--- config.mk ---
export PLATFORM = sky130hd
export DESIGN_NAME = rr_req_sched
export DESIGN_NICKNAME = d
export VERILOG_FILES = /design/src/rtl/rr_req_sched.sv
export SDC_FILE = /design/constraint.sdc
export NUM_CORES = 1
export LEC_CHECK = 0
export CAP_MARGIN = 10
export CORE_MARGIN = 1
export CORE_UTILIZATION = 32
export DETAILED_ROUTE_END_ITERATION = 7
export PLACE_DENSITY_LB_ADDON = 0.3
export SKIP_CTS_REPAIR_TIMING = 1
export SYNTH_ARGS = -nofsm -noshare
export SYNTH_HDL_FRONTEND = slang
export SYNTH_SLANG_ARGS = --single-unit
--- constraint.sdc ---
create_clock -name clk -period 2.6 [get_ports clk]
set_input_delay 0.78 -clock clk [delete_from_list [all_inputs] [get_ports clk]]
set_output_delay 0.78 -clock clk [all_outputs]
set_load 0.005 [all_outputs]
--- src/rtl/rr_req_sched.sv ---
// Round-robin request scheduler: IDLE/HOLD/GAP grant FSM with hold timeout.
// Optional built-in assertions are compiled in when SVA_CHECK_EN is defined.
module rr_req_sched #(
  parameter int N_REQ    = 4,
  parameter int MAX_HOLD = 16
) (
  input  logic                     clk,
  input  logic                     rst,
  input  logic [N_REQ-1:0]         req,
  input  logic [N_REQ-1:0]         done,
  output logic [N_REQ-1:0]         gnt,
  output logic [$clog2(N_REQ)-1:0] gnt_id,
  output logic                     busy,
  output logic                     timeout
);

  localparam int IW = $clog2(N_REQ);
  localparam logic [7:0] LIMIT = 8'(MAX_HOLD);
  localparam logic [N_REQ-1:0] ONE = N_REQ'(1);

  typedef enum logic [1:0] {
    IDLE,
    HOLD,
    GAP
  } state_t;

  state_t        state;
  logic [7:0]    cnt;
  logic [IW-1:0] pick;

  // Descending loop so the nearest set bit after `last` is the final write.
  function automatic logic [IW-1:0] rr_pick(
    input logic [N_REQ-1:0] r,
    input logic [IW-1:0]    last
  );
    logic [IW-1:0] sel;
    int            idx;
    sel = last;
    for (int k = N_REQ; k >= 1; k--) begin
      idx = (int'(last) + k) % N_REQ;
      if (r[idx]) sel = IW'(idx);
    end
    return sel;
  endfunction

  assign pick = rr_pick(req, gnt_id);

  always_ff @(posedge clk) begin
    if (rst) begin
      state   <= IDLE;
      gnt     <= '0;
      gnt_id  <= IW'(N_REQ - 1);
      busy    <= 1'b0;
      timeout <= 1'b0;
      cnt     <= '0;
    end else begin
      timeout <= 1'b0;
      case (state)
        IDLE: begin
          if (|req) begin
            state  <= HOLD;
            gnt    <= ONE << pick;
            gnt_id <= pick;
            busy   <= 1'b1;
            cnt    <= 8'd1;
          end
        end
        HOLD: begin
          if (done[gnt_id]) begin
            state <= GAP;
            gnt   <= '0;
            busy  <= 1'b0;
            cnt   <= '0;
          end else if (cnt == LIMIT) begin
            state   <= GAP;
            gnt     <= '0;
            busy    <= 1'b0;
            cnt     <= '0;
            timeout <= 1'b1;
          end else begin
            cnt <= cnt + 8'd1;
          end
        end
        GAP: begin
          state <= IDLE;
        end
        default: begin
          state <= IDLE;
        end
      endcase
    end
  end

`ifdef SVA_CHECK_EN
  localparam int BOUND = N_REQ * (MAX_HOLD + 2);

  a_gnt_onehot: assert property (
    @(posedge clk) disable iff (rst) $onehot0(gnt)
  ) else $error("gnt not onehot0: %b", gnt);

  a_gnt_stable: assert property (
    @(posedge clk) disable iff (rst)
    (busy && $past(busy)) |-> $stable(gnt)
  ) else $error("gnt changed while busy");

  a_timeout_cause: assert property (
    @(posedge clk) disable iff (rst)
    timeout |-> $past(busy && cnt == LIMIT)
  ) else $error("timeout without hold limit");

  a_gnt_req: assert property (
    @(posedge clk) disable iff (rst)
    (|(gnt & ~$past(gnt))) |-> (|(gnt & $past(req)))
  ) else $error("grant without prior request");

  for (genvar i = 0; i < N_REQ; i++) begin : g_live
    a_live: assert property (
      @(posedge clk) disable iff (rst)
      (req[i] && !gnt[i]) |-> ##[1:BOUND] (gnt[i] || !req[i])
    ) else $error("requester %0d starved", i);
  end
`endif

endmodule

* After elaboration in Yosys (flattened, before gate mapping)
Cells that the tools add are included.
** Storage, ports and cells
- Bits of input ports :: 10
- Register bits after elaboration :: 18
- Logic and storage cells :: 73
- Output and inout port bits :: 8
** Cells by class
- Add/subtract/negate cells :: 5
- Multiplexer cells :: 35
- Eq/ne operators :: 4
- Shifts and indexed selects :: 1
- Magnitude comparators :: 5
- Bitwise logic cells :: 5
- Reduce and logical (&&, ||, !) cells :: 12
** Operators by type and width (count)
- 8-bit two-way mux :: 3
- 3-bit by 4-bit < comparator with 1-bit output (second input constant) :: 4
- 8-bit case mux with 2 select lines :: 1
- 2-bit two-way mux :: 7
- 1-bit two-way mux :: 13
- 4-bit two-way mux :: 3
- 1-bit binary-select mux with 2-bit select :: 5
- 8-bit by 1-bit adder with 8-bit output (second input constant) :: 1
- 8-bit by 5-bit equality test with 1-bit output (second input constant) :: 1
- 4-bit case mux with 2 select lines :: 1
- 2-bit OR reduction :: 4
- 2-bit AND reduction :: 3
- 2-bit by 1-bit adder with 2-bit output (second input constant) :: 2
- 2-bit adder (second input constant) :: 2
- 1-bit AND (first input constant) :: 4
- 2-bit case mux with 2 select lines :: 1
- 4-bit OR reduction :: 1
- 1-bit by 2-bit left shift with 4-bit output (first input constant) :: 1
- 2-bit by 3-bit < comparator with 1-bit output (second input constant) :: 1
- 3-bit inequality test (second input constant) :: 1
- 3-bit AND reduction :: 1
- 3-bit OR reduction :: 1
- 2-bit by 1-bit equality test with 1-bit output (second input constant) :: 1
- 2-bit zero test :: 1
- other kinds (4) :: 4

* Logic depth before layout (Yosys ltp)
Gate-level depths: netlist of run 1.
- Word-level depth :: 13
- Depth in mapped cells :: 6
- Depth with buffers taken out :: 6

* Worst setup path after synthesis of run 1
OpenSTA, ideal clock, no wires.
- Path kind :: in2reg
- Start point :: input port done[3]
- End point :: register cnt[7]
- Slack :: 0.333 ns
- Path buffers :: 0
- Data arrival time :: 2.193 ns
- Required time :: 2.526 ns
- Library setup time :: 0.074 ns
- Stages on the path :: 4
- Cells stage by stage :: mux4_2 -> a211o_1 -> or4_1 -> a31oi_1
** On the way
- Longest elaborated chain between the ends :: 4
** Ends and longest elaborated chain
- from (decl) :: RTL line 10 : input logic [N_REQ-1:0] done,
- 1-bit binary-select mux with 2-bit select :: RTL line 69 : if (done[gnt_id]) begin
- 1-bit two-way mux (not written as such) :: RTL line 69
- 8-bit two-way mux :: RTL line 69
- 8-bit case mux with 2 select lines :: RTL line 58 : case (state)
- to (signal assigned) :: RTL line 81 : cnt <= cnt + 8'd1;
- to (decl) :: RTL line 28 : logic [7:0] cnt;
No other way between the ends. The select of a mux whose other input is x is not followed.
A chain may end at the register's enable or synchronous reset.

* Worst setup path after layout of run 1
Ends and elaborated chain as after synthesis.

==> metrics, run 1 <==
Cells on Worst Hold Path=1; worst min-delay path class=register to register; core outline area=2545 um^2; synthesized net count=116; Chip Height=54.76 um; HPWL Detailed=1653 um; run status=finished clean; Starting DRT DRC Count=18; pin count of the biggest net entering global routing=13; power density over the cells=about 600 nW/um^2; final hold viol count=0; final cycle utilization of the critical path=between 90% and 100%; GR peak layer=met2; count of flip-flops with a built-in enable after synthesis=0; sum of negative setup slack=0 ps; detailed-router iteration count before antenna repair=4; leading cell types in the layout, fill and taps excluded=dfxtp_1, clkdlybuf4s50_1, nand2_1, buf_4; placement-stage cell area=1147 um^2; count of synthesis-stage warnings from yosys=0; TritonCTS clock tree=built; number of remaining DRC errors=0; ratio of cells with drive above 1 in the final layout=12.31%; CTS Root Buffer Type=clkbuf_4; top flip-flop cell by instance count after synthesis=dfxtp_1; final worst clock skew=3.703 ps; share of async-settable or async-resettable flops after synthesis=0%; number of antenna violations at the first check in global routing=0; maximum achievable frequency=424.6 MHz; setup slack at placement=-69.46 ps; clock tree sinks=18; worst flop-to-flop path endpoint=cnt[7]; r2r worst-path depth=4; GRT met1 Usage=~18%; clock transition at the registers of the reported paths=110 ps; worst flop-to-flop path startpoint=gnt_id[0]; max-cap viol count=0; via count of the routed design=between 800 and 900; antenna cells=0; Die Span X=54.76 um; area of the die=2999 um^2; worst stage delay on the critical path=510 ps; critical path data arrival time=between 2000 and 3000 ps; number of synthesized register bits=18; required time of the critical path=~2800 ps; Placement Rows=18; effective utilization at floorplan=35.00%; total wire length=2124 um; global-route usage over all layers=15.22%; Worst setup SP type=primary input; unrepaired setup endpoints after global routing=no; end of the worst hold path=gnt[3]; largest fanout on the critical path=3; Max rail drop VDD=0.4553 mV; number of global-route vias before repair=731; detail-routed via count per cell=5.456; number of H-tree levels=1; Cell Int Power=0.4998 mW; met2 track demand over resource in global routing=25.50%; grt met3 use=5.833%; commonest non-fill, non-tap cell in the layout=dfxtp_1; wire length of the first global-routing pass=about 3200 um; leakage component of the power=0.4259 nW; number of instances in the synthesized netlist=104; Final ANT Viol Nets=0; net load switching power=0.2107 mW; nets@finish=143; number of port buffers=17; mapped cell area=890.9 um^2; crit path setup slack, layout=about 240 ps; worst hold start=gnt[3]; power share of the combinational group=29.7%; proportion of synthesized chip area in sequential cells=approximately two fifths; worst hold-check slack=491.0 ps; number of primary I/O pins=18; max-slew headroom at the worst pin=59.57%; number of slew-limit violations in the final report=0; sequential power share=approximately 46%; switching share of total power=29.66%; clock buffer count from CTS=3; flop-to-flop setup slack=roughly 600 ps; area added between synthesis and finish=32.87%; critical path endpoint category=register; Synth Area per Inst=~8.6 um^2; Final GP Congestion=~0.71; maximum count of clock buffers along a single path=2; Power, Total=0.7106 mW; Critical Path, Cell by Cell=clkdlybuf4s50_1 > mux4_2 > a211o_1 > or4_1 > a31oi_1; Period minus WS final=between 2000 and 2500 ps; transition at the pin with the smallest max-transition slack=around 600 ps; post-DR wirelength/cell=13.28 um; slowest library cell on the worst path=or4_1; final std cell area, no fill=1184 um^2; insertion delay of the later-clocked pin in the worst-skew pair=300 ps; total overflow reported by the global router=0; setup violation total in the final timing report=0; startpoint-to-endpoint class of the critical path=primary input to register; fraction of power consumed by the clock network=24.6%; post-synthesis cell type count=33
## logic make-up (layout without fill, tap and decap cells)
group	count (synthesis)	count (layout)	share of synthesized area (%)
flip-flops	18	18	40.45
adder cells (fa/ha/maj)	2	2	2.809
AO/OA/AOI/OAI	33	33	26.41
buffers and inverters	7	33	2.949
multiplexers	1	1	2.528
AND/OR/NAND/NOR	43	43	24.86
## worst max path at each step
stage | startpoint | endpoint | cells after the start
after floorplan | done[3] | cnt[7] | 4
after global placement | done[3] | cnt[5] | 6
after detailed placement | done[3] | cnt[7] | 5
after CTS | done[3] | cnt[7] | 5
after global routing | done[0] | cnt[7] | 5
final | done[3] | cnt[7] | 5
## metal layers
| metal | share of wire, % | vias to the layer above |
|---|---|---|
| li1 | - | 443 |
| met1 | 48 | 413 |
| met2 | 48 | 15 |
| met3 | 4.0 | 2 |
| met4 | 0.47 | 0 |
| met5 | 0 | - |
## Yosys cell counts (2+ instances only)
master | count | area (um^2)
nor2_1 | 6 | 22.52
a21oi_1 | 6 | 30.03
dfxtp_1 | 18 | 360.4
nand3_1 | 5 | 25.02
nand2_1 | 14 | 52.55
or2_2 | 2 | 12.51
a31oi_1 | 6 | 37.54
o21ai_0 | 4 | 20.02
nand2b_1 | 3 | 18.77
nand3b_1 | 2 | 15.01
inv_1 | 4 | 15.01
clkbuf_1 | 3 | 11.26
nor4_1 | 2 | 12.51
a32o_1 | 4 | 40.04
or3_1 | 3 | 18.77
or4_1 | 2 | 15.01
o211ai_1 | 3 | 22.52
ha_1 | 2 | 25.02
## through the flow
| step | instances | utilization, % |
|---|---|---|
| floorplan | 104 | - |
| global placement | 156 | 45.08 |
| detailed placement | 156 | 45.08 |
| CTS | 160 | 46.51 |
| global route | 160 | 46.51 |
| finish | 160 | 46.51 |
## power by group through the flow
stage / sequential [mW] / clock, mW / combinational (mW)
after CTS: 0.325 / 0.182 / 0.213
after detailed placement: 0.331 / 0 / 0.213
after global placement: 0.330 / 0 / 0.207
after global routing: 0.328 / 0.194 / 0.232
after floorplan: 0.323 / 0 / 0.112
final: 0.325 / 0.175 / 0.211
## final cells by class
cell class	count	area [um^2]
tap	30	37.54
fill	267	1361
timing repair buffer	25	230.2
sequential	18	360.3
multi-input combinational	79	504.2
inverter	4	15.01
clock buffer	4	36.28
## registers in the layout, indices dropped and copies added (netlist names)
register and cells:
busy 1, cnt 8, gnt_id 2, gnt 4
timeout 1, state 2
## critical path: cells and delay by family
kind,cells,cell delay (ps)
muxes,1,480
AOI/OAI and AO/OA,2,430
buffers and inverters,1,390
and+or+nand+nor,1,510
Power figures use the tool's default switching activity.
==> run 2, diff against run 1 <==
- CTS_CLUSTER_SIZE: default -> 40
==> results of run 2 <==
Final layout, timing and power as in run 1 (identical DEF).
